## config.mk

```make
export PLATFORM = sky130hd
export DESIGN_NAME = scan_code_sequencer
export DESIGN_NICKNAME = d
export VERILOG_FILES = /design/src/rtl/scan_code_pkg.sv /design/src/rtl/sc_event_fifo.sv /design/src/rtl/scan_code_sequencer.sv
export SDC_FILE = /design/constraint.sdc
export NUM_CORES = 1
export LEC_CHECK = 0
export ABC_AREA = 1
export CELL_PAD_IN_SITES_DETAIL_PLACEMENT = 1
export CELL_PAD_IN_SITES_GLOBAL_PLACEMENT = 2
export CORE_UTILIZATION = 36
export CTS_CLUSTER_SIZE = 10
export DETAILED_ROUTE_END_ITERATION = 8
export PLACE_DENSITY_LB_ADDON = 0.1
export SLEW_MARGIN = 30
export SYNTH_ARGS = -nofsm -noshare
export SYNTH_HDL_FRONTEND = slang
export SYNTH_HIERARCHICAL = 1
export SYNTH_SLANG_ARGS = --single-unit
```

## constraint.sdc

```tcl
create_clock -name Clk -period 3.7 [get_ports Clk]
set_input_delay 0.74 -clock Clk [delete_from_list [all_inputs] [get_ports Clk]]
set_output_delay 0.74 -clock Clk [all_outputs]
set_load 0.01 [all_outputs]
```

## src/rtl/scan_code_pkg.sv

```systemverilog
// Shared types and constants for the scan-code sequencer.
// Macro SCAN_CODE_EXT_EN enables the E0 extended-prefix states.
package scan_code_pkg;

    localparam logic [7:0] SC_EXT  = 8'hE0;
    localparam logic [7:0] SC_BRK  = 8'hF0;
    localparam logic [7:0] SC_ERR0 = 8'h00;
    localparam logic [7:0] SC_ERR1 = 8'hFF;

`ifdef SCAN_CODE_EXT_EN
    typedef enum logic [1:0] {
        IDLE   = 2'd0,
        EXT    = 2'd1,
        BRK    = 2'd2,
        EXTBRK = 2'd3
    } sc_state_t;
`else
    typedef enum logic {
        IDLE = 1'b0,
        BRK  = 1'b1
    } sc_state_t;
`endif

    typedef struct packed {
        logic       ext;
        logic       brk;
        logic [7:0] code;
    } sc_event_t;

    function automatic logic is_err(input logic [7:0] b);
        return (b == SC_ERR0) || (b == SC_ERR1);
    endfunction

endpackage

```

## src/rtl/sc_event_fifo.sv

```systemverilog
// Key-event FIFO with a registered head, valid and full flag.
// Macro SCAN_CODE_EXT_EN does not affect this block.
module sc_event_fifo
    import scan_code_pkg::*;
#(
    parameter int DEPTH = 4
) (
    input  logic      clk,
    input  logic      rst_n,
    input  logic      push,
    input  sc_event_t din,
    input  logic      pop,
    output sc_event_t dout,
    output logic      valid,
    output logic      empty,
    output logic      full,
    output logic      dropped
);

    localparam int AW = (DEPTH > 1) ? $clog2(DEPTH) : 1;
    localparam int CW = AW + 1;
    localparam logic [CW-1:0] DEPTH_C = CW'(DEPTH);

    sc_event_t        mem [DEPTH];
    logic [AW-1:0]    rd_ptr;
    logic [AW-1:0]    wr_ptr;
    logic [CW-1:0]    count;

    logic             do_pop;
    logic             do_push;
    logic [AW-1:0]    rd_next;
    logic [CW-1:0]    count_next;
    sc_event_t        head_next;

    always_comb begin
        do_pop     = pop && (count != '0);
        do_push    = push && ((count != DEPTH_C) || do_pop);
        dropped    = push && !do_push;
        rd_next    = do_pop ? rd_ptr + AW'(1) : rd_ptr;
        count_next = count + CW'(do_push) - CW'(do_pop);
        head_next  = '0;
        // A lone surviving entry that is being written now bypasses mem.
        if (count_next == CW'(1) && do_push)
            head_next = din;
        else if (count_next != '0)
            head_next = mem[rd_next];
    end

    always_ff @(posedge clk) begin
        if (!rst_n) begin
            rd_ptr <= '0;
            wr_ptr <= '0;
            count  <= '0;
            dout   <= '0;
            valid  <= 1'b0;
            full   <= 1'b0;
        end else begin
            if (do_push) begin
                mem[wr_ptr] <= din;
                wr_ptr      <= wr_ptr + AW'(1);
            end
            rd_ptr <= rd_next;
            count  <= count_next;
            dout   <= head_next;
            valid  <= count_next != '0;
            full   <= count_next == DEPTH_C;
        end
    end

    assign empty = !valid;

endmodule

```

## src/rtl/scan_code_sequencer.sv

```systemverilog
// Turns PS/2 set-2 scan bytes into make/break key events.
// Macro SCAN_CODE_EXT_EN enables E0 extended-key handling.
module scan_code_sequencer
    import scan_code_pkg::*;
#(
    parameter int FIFO_DEPTH = 4
) (
    input  logic       Clk,
    input  logic       Reset,
    input  logic [7:0] ScanCode,
    input  logic       NewCode,
    output logic [7:0] EvtData,
    output logic       EvtBreak,
    output logic       EvtExt,
    output logic       EvtValid,
    input  logic       EvtReady,
    output logic       Overflow,
    output logic       Busy
);

    sc_state_t state;
    sc_state_t state_next;
    sc_event_t evt;
    sc_event_t head;
    logic      push;
    logic      dropped;
    logic      fifo_empty;
    logic      fifo_full;

    always_comb begin
        state_next = state;
        push       = 1'b0;
        evt        = '0;
        evt.code   = ScanCode;
        if (NewCode) begin
            unique case (1'b1)
                is_err(ScanCode): state_next = IDLE;
`ifdef SCAN_CODE_EXT_EN
                (ScanCode == SC_EXT): begin
                    if (state == IDLE)
                        state_next = EXT;
                end
                (ScanCode == SC_BRK): begin
                    if (state == IDLE)
                        state_next = BRK;
                    else if (state == EXT)
                        state_next = EXTBRK;
                end
                default: begin
                    push       = 1'b1;
                    evt.brk    = (state == BRK) || (state == EXTBRK);
                    evt.ext    = (state == EXT) || (state == EXTBRK);
                    state_next = IDLE;
                end
`else
                // Without extended support E0 behaves like an error byte.
                (ScanCode == SC_EXT): state_next = IDLE;
                (ScanCode == SC_BRK): begin
                    if (state == IDLE)
                        state_next = BRK;
                end
                default: begin
                    push       = 1'b1;
                    evt.brk    = (state == BRK);
                    state_next = IDLE;
                end
`endif
            endcase
        end
    end

    always_ff @(posedge Clk) begin
        if (!Reset) begin
            state    <= IDLE;
            Busy     <= 1'b0;
            Overflow <= 1'b0;
        end else begin
            state <= state_next;
            Busy  <= state_next != IDLE;
            if (dropped)
                Overflow <= 1'b1;
        end
    end

    sc_event_fifo #(
        .DEPTH(FIFO_DEPTH)
    ) u_fifo (
        .clk    (Clk),
        .rst_n  (Reset),
        .push   (push),
        .din    (evt),
        .pop    (EvtReady),
        .dout   (head),
        .valid  (EvtValid),
        .empty  (fifo_empty),
        .full   (fifo_full),
        .dropped(dropped)
    );

    assign EvtData  = head.code;
    assign EvtBreak = head.brk;
`ifdef SCAN_CODE_EXT_EN
    assign EvtExt   = head.ext;
    logic unused_flags;
    assign unused_flags = fifo_empty ^ fifo_full;
`else
    assign EvtExt   = 1'b0;
    logic unused_flags;
    assign unused_flags = fifo_empty ^ fifo_full ^ head.ext;
`endif

endmodule

```

Word-level counts from Yosys, hierarchy flattened
Memory sizes are Yosys's and may differ from the RTL's.
Index checks and enable logic that the tools add are counted.
W data, S select, Z words.
{"block": "totals", "elab_cells": 40, "inputBits": 12, "mem_bits_rw": 36, "n_memories": 1, "regBits": 19}
{"memory": "u_fifo.mem", "words": 4, "word_bits": 9, "rd": 1, "rd_ports_with_merged_regs": 0, "wr": 1, "line": "sc_event_fifo.sv:24", "source": "sc_event_t mem [DEPTH];"}
{"block": "classes", "eq_ne": 5, "n_mux": 11, "reduce_logical": 11, "addsub": 4}
{"operator": "$eq A8 B8 Y1 const B", "count": 3}
{"operator": "$mux W9", "count": 2}
{"operator": "$logic_not A8 Y1", "count": 1}
{"operator": "$mux W1", "count": 8}
{"operator": "$reduce_bool A3 Y1", "count": 2}
{"operator": "$add A2 B1 Y2 const B", "count": 2}
{"operator": "$logic_and A1 B1 Y1", "count": 4}
{"operator": "$add A3 B1 Y3", "count": 1}
{"operator": "$eq A3 B1 Y1 const B", "count": 1}
{"operator": "$ne A3 B3 Y1 const B", "count": 1}
{"operator": "$reduce_or A3 Y1", "count": 1}
{"operator": "$sub A3 B1 Y3", "count": 1}
{"operator": "$logic_or A1 B1 Y1", "count": 2}
{"operator": "$mux W2", "count": 1}
{"operator": "$logic_not A1 Y1", "count": 1}

Longest topological paths before layout
{"block": "logic_depth", "depth_word": 11, "mapped_depth": 17, "ltp_nobuf": 16}

By module
The synthesis kept the hierarchy.
{"mod": "sc_event_fifo", "area_per_inst_um2": 2675.1, "seq_area_each_um2": 1581.5, "cells_each": 275, "n_inst": 1}
{"mod": "scan_code_sequencer", "area_per_inst_um2": 182.7, "seq_area_each_um2": 40.0, "cells_each": 30, "n_inst": 1}

Worst setup path before layout
Ideal clock, no wire load.
{"block": "synth_path", "path_kind": "input to register", "from": "input ScanCode[7]", "to": "register u_fifo/dout[0] (netlist name)", "t_arrival_ps": 2943, "slack_ps": 618, "required_ps": 3561, "stages": 15, "setup_ps": 139, "path_cell_list": "nand2_1 nor2_2 nand3_2 nand2_2 nor2_1 nand2_4 ha_1 inv_1 ha_1 fa_1 xnor2_1 xor2_2 o21ai_2 nand2_1 a21oi_2"}
{"block": "synth_via", "elab_chain_cells": 11, "word_cells_on_any_way": 16}
{"item": "start, declared", "line": "scan_code_sequencer.sv:10", "source": "input logic [7:0] ScanCode,"}
{"item": "$eq A8 B8 Y1 / $logic_not A8 Y1 (equally long branches)", "line": "scan_code_pkg.sv:31", "source": "return (b == SC_ERR0) || (b == SC_ERR1);"}
{"item": "$logic_or A1 B1 Y1", "line": "scan_code_pkg.sv:31"}
{"item": "$reduce_or A3 Y1 (no source line) (*)"}
{"item": "$mux W1 (*)", "line": "scan_code_sequencer.sv:36", "source": "unique case (1'b1)"}
{"item": "$mux W1 (*)", "line": "scan_code_sequencer.sv:35", "source": "if (NewCode) begin"}
{"item": "via push", "line": "scan_code_sequencer.sv:25", "source": "logic push;"}
{"item": "$logic_and A1 B1 Y1 (*)", "line": "sc_event_fifo.sv:37", "source": "do_push = push && ((count != DEPTH_C) || do_pop);"}
{"item": "$add A3 B1 Y3", "line": "sc_event_fifo.sv:40", "source": "count_next = count + CW'(do_push) - CW'(do_pop);"}
{"item": "$sub A3 B1 Y3", "line": "sc_event_fifo.sv:40"}
{"item": "$reduce_bool A3 Y1 / $eq A3 B1 Y1 (equally long branches)", "line": "sc_event_fifo.sv:45, sc_event_fifo.sv:43"}
{"item": "$mux W9 / $logic_and A1 B1 Y1 (equally long branches)", "line": "sc_event_fifo.sv:45, sc_event_fifo.sv:43"}
{"item": "$mux W9 (*)", "line": "sc_event_fifo.sv:43", "source": "if (count_next == CW'(1) && do_push)"}
{"item": "end signal, assigned", "line": "sc_event_fifo.sv:64", "source": "dout <= head_next;"}
{"item": "end, declared", "line": "sc_event_fifo.sv:13", "source": "output sc_event_t dout,"}
Mark *: on every way through the listed nets, which the timed path passes. The rest lies on a longest branch.
A chain may end at the register's enable or synchronous reset.

Worst setup path in the final report
{"block": "layout_path", "from": "input ScanCode[3]", "to": "register u_fifo/dout[4] (netlist name)"}
{"block": "layout_via", "elab_chain_cells": 11, "word_cells_on_any_way": 16}
{"item": "$eq A8 B8 Y1 / $logic_not A8 Y1 (equally long branches)", "line": "scan_code_pkg.sv:31"}
{"item": "$logic_or A1 B1 Y1", "line": "scan_code_pkg.sv:31"}
{"item": "$reduce_or A3 Y1 (no source line) (*)"}
{"item": "$mux W1 (*)", "line": "scan_code_sequencer.sv:36"}
{"item": "$mux W1 (*)", "line": "scan_code_sequencer.sv:35"}
{"item": "via push", "line": "scan_code_sequencer.sv:25"}
{"item": "$logic_and A1 B1 Y1 (*)", "line": "sc_event_fifo.sv:37"}
{"item": "$add A3 B1 Y3 (*)", "line": "sc_event_fifo.sv:40"}
{"item": "$sub A3 B1 Y3 (*)", "line": "sc_event_fifo.sv:40"}
{"item": "via u_fifo.count_next[1]", "line": "sc_event_fifo.sv:32", "source": "logic [CW-1:0] count_next;"}
{"item": "$reduce_bool A3 Y1 / $eq A3 B1 Y1 (equally long branches)", "line": "sc_event_fifo.sv:45, sc_event_fifo.sv:43"}
{"item": "$mux W9 / $logic_and A1 B1 Y1 (equally long branches)", "line": "sc_event_fifo.sv:45, sc_event_fifo.sv:43"}
{"item": "$mux W9 (*)", "line": "sc_event_fifo.sv:43"}
Marks and branches as above.

==> impl_metrics.tcl <==
set metrics [dict create \
    final-seq-area_um2 1460 \
    root_buffer "clkbuf_8" \
    synth_warnings 6 \
    antenna_cells 0 \
    firstDrtPassIters 4 \
    postRouteAntennaNets 0 \
    layout_min_cycle_time_ns 3.46 \
    syn_area_per_cell_um2 9.28 \
    dp_hpwl_um 4280 \
    drive_gt1_frac 0.181 \
    cp-start-kind "input pin" \
    arrival_ns 3.69 \
    detailroute.via_count 1906 \
    grt_max_degree 20 \
    crit_path_end_kind "flip-flop" \
    relSlewSlack 0.492 \
    grt_first_pass_wirelength_um 10100 \
    syn_area_um2 2630 \
    tns_ns 0 \
    cts_inserted_buffers 5 \
    gp_congestion 0.788 \
    vias_per_cell 4.52 \
    dieArea_um2 7640 \
    multi_input_area_um2 881 \
    io_pins 25 \
    core.rowCount 30 \
    clk_latency_ns 0.31 \
    final_core_util 0.462 \
    worst_pin_slew_ns 0.760 \
    wl_um 6170 \
    hold_viol_final 0 \
    antenna_found_initial 0 \
    layout_commonest_cell "nand2_1" \
    crit_type "input pin to flip-flop" \
    drv_slew 0 \
    rsz0062_at_grt "no" \
    drt_iter0_markers 74 \
    areaGrowthSynthToFinish_pct 21.5 \
    die_y_um 87.4 \
    cts_tree "yes" \
    path_clk_slew_ns 0.10 \
    clock_path_buffers 2 \
    setup_violations 0 \
    synthesis.nets 302 \
    cts_setup_buffers 0 \
    ir_drop_mv 0.357 \
    grt_usage 0.186 \
    leakage_nw 1.41 \
    crit_fanout 9 \
    layout.cells.non_filler 422 \
    max_cap_viol_count 0 \
    fmax_mhz 289 \
    grt_pass1_vias 2030 \
    dp.cells 414 \
    drc 0 \
    layout.nets 344 \
    htree_levels 2 \
    wl_per_cell_um 14.6 \
    status "completed" \
    overflow 0 \
    whs_ns 0.477 \
    skew_ns 0.00698 \
    fill_cells 837 \
    r2r_slack_ns 1.13 \
    initial_utilization 0.380 \
    layout_common_cells "nand2_1, inv_1, nand3_1, edfxtp_1, clkdlybuf4s50_1" \
    synthCells 283 \
    die-width_um 87.4 \
    pwr_density_cell_nw_per_um2 711 \
    coreArea_um2 6910 \
    power_mw 2.27 \
    clkSinkCount 55 \
    portBuffers 23 \
    timing.final.crit_share 0.934 \
    hold_class "flip-flop to flip-flop" \
    cp.required_ns 3.93 \
]
==> path summary, 6_finish.rpt <==
check	start	cells after the start	endpoint
min	Overflow	1	Overflow
max	ScanCode[3]	17	u_fifo/dout[4]
min reg2reg	Overflow	1	Overflow
max reg2reg	u_fifo/count[0]	12	u_fifo/dout[4]
==> where the power goes <==
part / internal, mW / leakage, nW / switching [mW]
Clock: 0.203 / 0.0524 / 0.194
Sequential: 0.739 / 0.485 / 0.0323
Combinational: 0.436 / 0.874 / 0.667
==> state kept, by name, summed over array words and instances, names as in the netlist <==
register	flops
u_fifo/rd_ptr	2
u_fifo/dout	9
u_fifo/wr_ptr	2
u_fifo/mem	36
u_fifo/count	3
u_fifo/valid	1
Overflow	1
state	1
==> final cells by class <==
class	instances	share of cell area
multi-input cells	159	0.276
clock buffers	7	0.0239
clock inverters	1	0.00940
repair buffers	46	0.127
well taps	96	0.0376
inverters	58	0.0682
flip-flops and latches	55	0.458
==> worst max-delay path: stages <==
cell             delay (ns)
clkdlybuf4s50_1        0.53
nor2_2                 0.06
nand2_1                0.08
nor2_1                 0.04
nand2_1                0.05
nand2_1                0.08
nor2_1                 0.13
buf_4                  0.15
nand2_4                0.05
ha_1                   0.27
inv_1                  0.04
ha_1                   0.18
fa_1                   0.50
nor3_2                 0.28
buf_4                  0.24
nand3_2                0.08
a21oi_2                0.17
==> repair_timing <==
item | 4_1_cts | 5_1_grt
gates resized for setup | 0 | 1
endpoints found under the setup margin | 0 | 3
hold buffers | 0 | 0
==> through the flow <==
step | setup WS (ns) | instance area (um2)
floorplan | 0.649 | 2630
global placement | -0.0534 | 3080
detailed placement | -0.123 | 3080
CTS | 0.199 | 3190
global route | 0.00356 | 3190
finish | 0.243 | 3190
==> per-layer routing <==
metal	track usage	vias to the layer above	wire [um]
li1	-	972	-
met1	0.221	902	2890
met2	0.324	22	3010
met3	0.0379	10	129
met4	0.0805	0	141
met5	0	-	0
Power figures use the tool's default switching activity.
